[config.mk]
export PLATFORM = sky130hd
export DESIGN_NAME = tff_toggle_sched
export DESIGN_NICKNAME = d
export VERILOG_FILES = /design/src/rtl/tff_toggle_sched_pkg.sv /design/src/rtl/tff_toggle_sched_bank.sv /design/src/rtl/tff_toggle_sched.sv
export SDC_FILE = /design/constraint.sdc
export NUM_CORES = 1
export LEC_CHECK = 0
export ABC_AREA = 1
export BUFFER_PORTS_ARGS = -buffer_cell sky130_fd_sc_hd__buf_2
export CAP_MARGIN = 5
export CORE_MARGIN = 2
export CORE_UTILIZATION = 30
export CTS_CLUSTER_DIAMETER = 30
export DETAILED_ROUTE_END_ITERATION = 16
export PLACE_DENSITY = 0.52
export SYNTH_ARGS = -nofsm -noshare
export SYNTH_HDL_FRONTEND = slang
export SYNTH_HIERARCHICAL = 1
export SYNTH_SLANG_ARGS = --single-unit
[constraint.sdc]
create_clock -name clk -period 1.8 [get_ports clk]
set_input_delay 0.09 -clock clk [delete_from_list [all_inputs] [get_ports clk]]
set_output_delay 0.09 -clock clk [all_outputs]
set_load 0.005 [all_outputs]
[src/rtl/tff_toggle_sched_pkg.sv]
// Shared definitions for the T flip-flop toggle scheduler: FSM encoding and
// default parameter values.
package tff_toggle_sched_pkg;

  localparam int DEF_NREQ  = 4;
  localparam int DEF_WIDTH = 8;
  localparam int DEF_CNT_W = 4;

  typedef enum logic [1:0] {
    S_IDLE   = 2'd0,
    S_TOGGLE = 2'd1,
    S_DONE   = 2'd2
  } state_t;

endpackage

[src/rtl/tff_toggle_sched_bank.sv]
// Bank of WIDTH T flip-flops; each bit flips on a clock edge where its T input is 1.
module tff_bank #(
  parameter int WIDTH = 8
) (
  input  logic             clk,
  input  logic             reset,
  input  logic [WIDTH-1:0] t,
  output logic [WIDTH-1:0] q
);

  logic [WIDTH-1:0] r_q;

  for (genvar gi = 0; gi < WIDTH; gi++) begin : g_tff
    always_ff @(posedge clk) begin
      if (reset) begin
        r_q[gi] <= 1'b0;
      end else begin
        r_q[gi] <= r_q[gi] ^ t[gi];
      end
    end
  end

  assign q = r_q;

endmodule

[src/rtl/tff_toggle_sched.sv]
// Round-robin scheduler that lends one shared T flip-flop bank to NREQ
// requesters, applying the winner's mask for 'count' consecutive cycles.
module tff_toggle_sched
  import tff_toggle_sched_pkg::*;
#(
  parameter int NREQ  = DEF_NREQ,
  parameter int WIDTH = DEF_WIDTH,
  parameter int CNT_W = DEF_CNT_W
) (
  input  logic                  clk,
  input  logic                  reset,
  input  logic [NREQ-1:0]       req,
  input  logic [NREQ*WIDTH-1:0] mask,
  input  logic [NREQ*CNT_W-1:0] count,
  output logic [NREQ-1:0]       gnt,
  output logic [NREQ-1:0]       done,
  output logic                  busy,
  output logic [WIDTH-1:0]      t_out,
  output logic [WIDTH-1:0]      q
);

  localparam int IDX_W = (NREQ > 1) ? $clog2(NREQ) : 1;

  state_t           r_state;
  logic [NREQ-1:0]  r_gnt;
  logic [NREQ-1:0]  r_done;
  logic [IDX_W-1:0] r_ptr;
  logic [IDX_W-1:0] r_win;
  logic [WIDTH-1:0] r_mask_l;
  logic [CNT_W-1:0] r_rem;

  logic [IDX_W-1:0] w_pick;
  logic [WIDTH-1:0] w_pick_mask;
  logic [CNT_W-1:0] w_pick_cnt;
  logic [NREQ-1:0]  w_pick_onehot;
  logic [IDX_W-1:0] w_ptr_next;
  logic [WIDTH-1:0] w_t;

  // First set request at or above p, wrapping around past NREQ-1.
  function automatic logic [IDX_W-1:0] rr_pick(input logic [NREQ-1:0]  r,
                                               input logic [IDX_W-1:0] p);
    logic [IDX_W-1:0] sel;
    logic             found;
    int               idx;
    sel   = p;
    found = 1'b0;
    for (int k = 0; k < NREQ; k++) begin
      idx = (int'(p) + k) % NREQ;
      if (!found && r[idx]) begin
        sel   = IDX_W'(idx);
        found = 1'b1;
      end
    end
    return sel;
  endfunction

  assign w_pick        = rr_pick(req, r_ptr);
  assign w_pick_mask   = mask[int'(w_pick)*WIDTH +: WIDTH];
  assign w_pick_cnt    = count[int'(w_pick)*CNT_W +: CNT_W];
  assign w_pick_onehot = NREQ'(1) << w_pick;
  assign w_ptr_next    = (r_win == IDX_W'(NREQ - 1)) ? '0 : r_win + IDX_W'(1);

  always_ff @(posedge clk) begin
    if (reset) begin
      r_state  <= S_IDLE;
      r_gnt    <= '0;
      r_done   <= '0;
      r_ptr    <= '0;
      r_win    <= '0;
      r_mask_l <= '0;
      r_rem    <= '0;
    end else begin
      case (r_state)
        S_IDLE: begin
          r_done <= '0;
          if (|req) begin
            r_win    <= w_pick;
            r_gnt    <= w_pick_onehot;
            r_mask_l <= w_pick_mask;
            r_rem    <= w_pick_cnt;
            // A zero-length job skips the bank entirely and goes straight to done.
            if (w_pick_cnt == '0) begin
              r_state <= S_DONE;
              r_done  <= w_pick_onehot;
            end else begin
              r_state <= S_TOGGLE;
            end
          end
        end
        S_TOGGLE: begin
          r_rem <= r_rem - CNT_W'(1);
          if (r_rem == CNT_W'(1)) begin
            r_state <= S_DONE;
            r_done  <= r_gnt;
          end
        end
        S_DONE: begin
          r_done  <= '0;
          r_gnt   <= '0;
          r_ptr   <= w_ptr_next;
          r_state <= S_IDLE;
        end
        default: begin
          r_done  <= '0;
          r_gnt   <= '0;
          r_state <= S_IDLE;
        end
      endcase
    end
  end

  assign w_t = (r_state == S_TOGGLE) ? r_mask_l : '0;

  tff_bank #(
    .WIDTH(WIDTH)
  ) u_bank (
    .clk   (clk),
    .reset (reset),
    .t     (w_t),
    .q     (q)
  );

  assign gnt   = r_gnt;
  assign done  = r_done;
  assign busy  = (r_state != S_IDLE);
  assign t_out = w_t;

endmodule

==> flow_summary.toml <==
[finish]
regArea_sq_um = 688
layout_cells_sized_above_1 = 0.476
diodes = 0
most-common-layout-cells = "sky130_fd_sc_hd__nand2_1 (93), sky130_fd_sc_hd__buf_2 (78), sky130_fd_sc_hd__nor2_1 (36)"
layout.core_utilization = 0.505
area_growth_pct = 64.9
num-fill-cells = 739
nets = 539
final_common_cell = "sky130_fd_sc_hd__nand2_1"
final_cells = 582
multiInputGateArea_sq_mm = 0.00175

[timing]
maxSlewViolCount = 0
period_minus_slack_ns = 2.13
fmax_mhz = 470
grt_setup_unrepaired = "true"
min_period_over_period = 1.18
tns_ns = -4.34
actual_transition_at_the_worst_max_transition_pin_ns = 0.528
clock-skew-final_ns = 0.00479
setup_ws_ns = -0.326
timing.slew.headroom = 0.645
setup_viol = 23
timing_hold_violations_final = 0

[outcome]
outcome = "complete, but fails checks"
violated_checks = "setup timing"

[min_path]
hold_class = "input port to register"
hold_start = "mask[24]"
holdPathStages = 5
hold_end = "r_mask_l[0]$_SDFFE_PP0P_"

[floorplanning]
core_area_sq_mm = 0.00714
io-pin-count = 79
die_outline_area_sq_mm = 0.00799
die_height_um = 89.4
placementRows = 31
initial_utilization = 0.306
die_width_um = 89.4

[cts]
tritoncts = "done"
clk_pin_slew_worst_paths_ns = 0.07
clock-root-buffer = "sky130_fd_sc_hd__clkbuf_8"
clock_buffer_count_from_cts = 5
cts_num_sinks = 34
clk_latency_ns = 0.29
cts_hold_buffers = 0
cts_buffer_depth = 2
clock_tree.htree_level_count = 2

[power]
power-per-cell-area_mw_per_mm2 = 2050
power.ir.vdd_worst_mv = 0.666
total_leakage_power_nw = 1.88

[critical_path]
crit_path_end_kind = "register"
crit_path_max_fanout = 8
arrival_ns = 2.30
timing.reg2reg.worst_path_depth = 16
reg2reg_from = "r_ptr[0]$_SDFFE_PP0N_"
timing_worst_setup_path_type = "register to register"
r2r_setup_slack_ns = -0.33
startpoint_class_of_the_critical_path = "register"
regToRegEndpoint = "r_state[0]$_SDFFE_PP0P_"
timing.critical_path.required_ns = 1.97

[routing]
drt_pre_antenna_iters = 4
num_vias = 2700
drt_drc_violations_left = 0
drt-vias-per-instance = 4.64
routed_wire_per_std_cell_um = 11.9
wirelength_um = 6950
dr.first_iter.drc_count = 113
drtAntennaViolNets = 0

[logic_synthesis]
ys_ff_latch = 34
total_number_of_yosys_warnings = 6
ys_types = 26
synthesis.instances = 364
post_synthesis_cell_area_sq_mm = 0.00219
post_synth.cell_area_avg_sq_um = 6.01
synth_nets = 421
seq_area_frac_synth = 0.311

[placement]
dp_hpwl_um = 4940
number_of_buffer_cells_added_on_primary_ports = 78
gp_congestion = 0.816
numPlacedInstances = 562

[global_routing]
grt_antenna_before_repair = 0
grt_max_degree = 19
grt_total_usage = 0.170
grt_first_pass_wirelength_um = 10700
first_global_vias = 2437
globalRouteOverflowTotal = 0

[run]
max_cap_violations = 0
cells in the mapped netlist:
| master | count | share of area |
|---|---|---|
| sky130_fd_sc_hd__a21oi_1 | 22 | 0.050 |
| sky130_fd_sc_hd__a22oi_1 | 3 | 0.010 |
| sky130_fd_sc_hd__a31oi_1 | 2 | 0.0057 |
| sky130_fd_sc_hd__buf_6 | 2 | 0.010 |
| sky130_fd_sc_hd__clkbuf_1 | 5 | 0.0086 |
| sky130_fd_sc_hd__clkinv_1 | 1 | 0.0017 |
| sky130_fd_sc_hd__dfxtp_1 | 34 | 0.31 |
| sky130_fd_sc_hd__ha_1 | 3 | 0.017 |
| sky130_fd_sc_hd__inv_1 | 34 | 0.058 |
| sky130_fd_sc_hd__inv_2 | 6 | 0.010 |
| sky130_fd_sc_hd__nand2_1 | 134 | 0.23 |
| sky130_fd_sc_hd__nand2_2 | 10 | 0.029 |
| sky130_fd_sc_hd__nand2_4 | 4 | 0.021 |
| sky130_fd_sc_hd__nand3_1 | 30 | 0.069 |
| sky130_fd_sc_hd__nand4_1 | 6 | 0.017 |
| sky130_fd_sc_hd__nor2_1 | 39 | 0.067 |
| sky130_fd_sc_hd__nor2_2 | 5 | 0.014 |
| sky130_fd_sc_hd__nor2_4 | 3 | 0.015 |
| sky130_fd_sc_hd__nor3_1 | 2 | 0.0046 |
| sky130_fd_sc_hd__nor4_1 | 1 | 0.0029 |
| sky130_fd_sc_hd__o211ai_1 | 1 | 0.0034 |
| sky130_fd_sc_hd__o21ai_0 | 9 | 0.021 |
| sky130_fd_sc_hd__o21ai_1 | 5 | 0.011 |
| sky130_fd_sc_hd__o21ai_2 | 1 | 0.0040 |
| sky130_fd_sc_hd__o31ai_1 | 1 | 0.0034 |
| sky130_fd_sc_hd__xnor2_1 | 1 | 0.0040 |
what timing repair did:
item	in CTS	in global routing
setup endpoints to repair	24	24
buffers inserted	7	4
gates cloned	0	1
pin swaps	29	28
resized for setup	52	62
sequential cells by signal, indices dropped and copies added, names as in the netlist:
register,cells
gnt,4
r_ptr,2
r_win,2
done,4
r_mask_l,8
u_bank/q,8
r_state,2
r_rem,4
where the power goes:
group          internal (mW)  switching [mW]
Clock                  0.591           0.290
Sequential              1.01           0.170
Combinational           2.18            3.15
Total                   3.78            3.61
stage by stage:
step	total power, mW	cell area [sq um]	hold slack, ns	setup slack, ns
after floorplan	3.75	2210	0.265	-0.133
after global placement	5.04	2920	0.395	-0.338
after detailed placement	5.05	2920	0.404	-0.379
after CTS	6.61	3300	0.103	-0.246
after global routing	8.01	3610	0.142	-0.457
final	7.39	3610	0.106	-0.326
area by class of cell:
class / count / area share
repair buffers: 117 / 0.204
flip-flops and latches: 34 / 0.191
clock buffers: 6 / 0.0229
multi-input cells: 283 / 0.485
well taps: 99 / 0.0343
inverters: 41 / 0.0468
clock inverters: 2 / 0.0166
worst max path at each step:
stage	from	end	slack, ns
2_1_floorplan	r_ptr[0]$_SDFFE_PP0N_	r_state[0]$_SDFFE_PP0P_	-0.13
3_3_place_gp	r_ptr[0]$_SDFFE_PP0N_	r_state[0]$_SDFFE_PP0P_	-0.34
3_5_place_dp	r_ptr[0]$_SDFFE_PP0N_	r_state[0]$_SDFFE_PP0P_	-0.38
4_1_cts	r_ptr[0]$_SDFFE_PP0N_	r_state[0]$_SDFFE_PP0P_	-0.25
5_1_grt	r_ptr[0]$_SDFFE_PP0N_	done[0]$_SDFFE_PP0P_	-0.46
6_report	r_ptr[0]$_SDFFE_PP0N_	r_state[0]$_SDFFE_PP0P_	-0.33
critical path, cell delays in order (launching register included):
cell and delay [ns]:
sky130_fd_sc_hd__dfxtp_4 0.38, sky130_fd_sc_hd__buf_12 0.15, sky130_fd_sc_hd__nand2_4 0.08, sky130_fd_sc_hd__nand3_4 0.10, sky130_fd_sc_hd__nand2_8 0.13, sky130_fd_sc_hd__nand2_4 0.06
sky130_fd_sc_hd__nor2_4 0.12, sky130_fd_sc_hd__nand2_4 0.11, sky130_fd_sc_hd__buf_12 0.16, sky130_fd_sc_hd__nand3_2 0.06, sky130_fd_sc_hd__nand2_1 0.05, sky130_fd_sc_hd__nand2_1 0.06
sky130_fd_sc_hd__nand2_2 0.09, sky130_fd_sc_hd__nor2_4 0.19, sky130_fd_sc_hd__nand2_2 0.09, sky130_fd_sc_hd__a21oi_2 0.12, sky130_fd_sc_hd__nor2_1 0.04
metal layers:
layer / vias up / track usage / wire length [um]
li1: 1387 / - / -
met1: 1239 / 0.195 / 2780
met2: 64 / 0.316 / 3730
met3: 10 / 0.0360 / 322
met4: 0 / 0.0448 / 119
met5: - / 0 / 0
kinds of logic after synthesis:
logic type	share of synthesized area
buffers and inverters	0.0892
adders and majority gates	0.0172
AOI/OAI and AO/OA	0.109
xor gates and xnor gates	0.00401
and+or+nand+nor	0.469
DFF	0.311
Power figures use the tool's default switching activity.
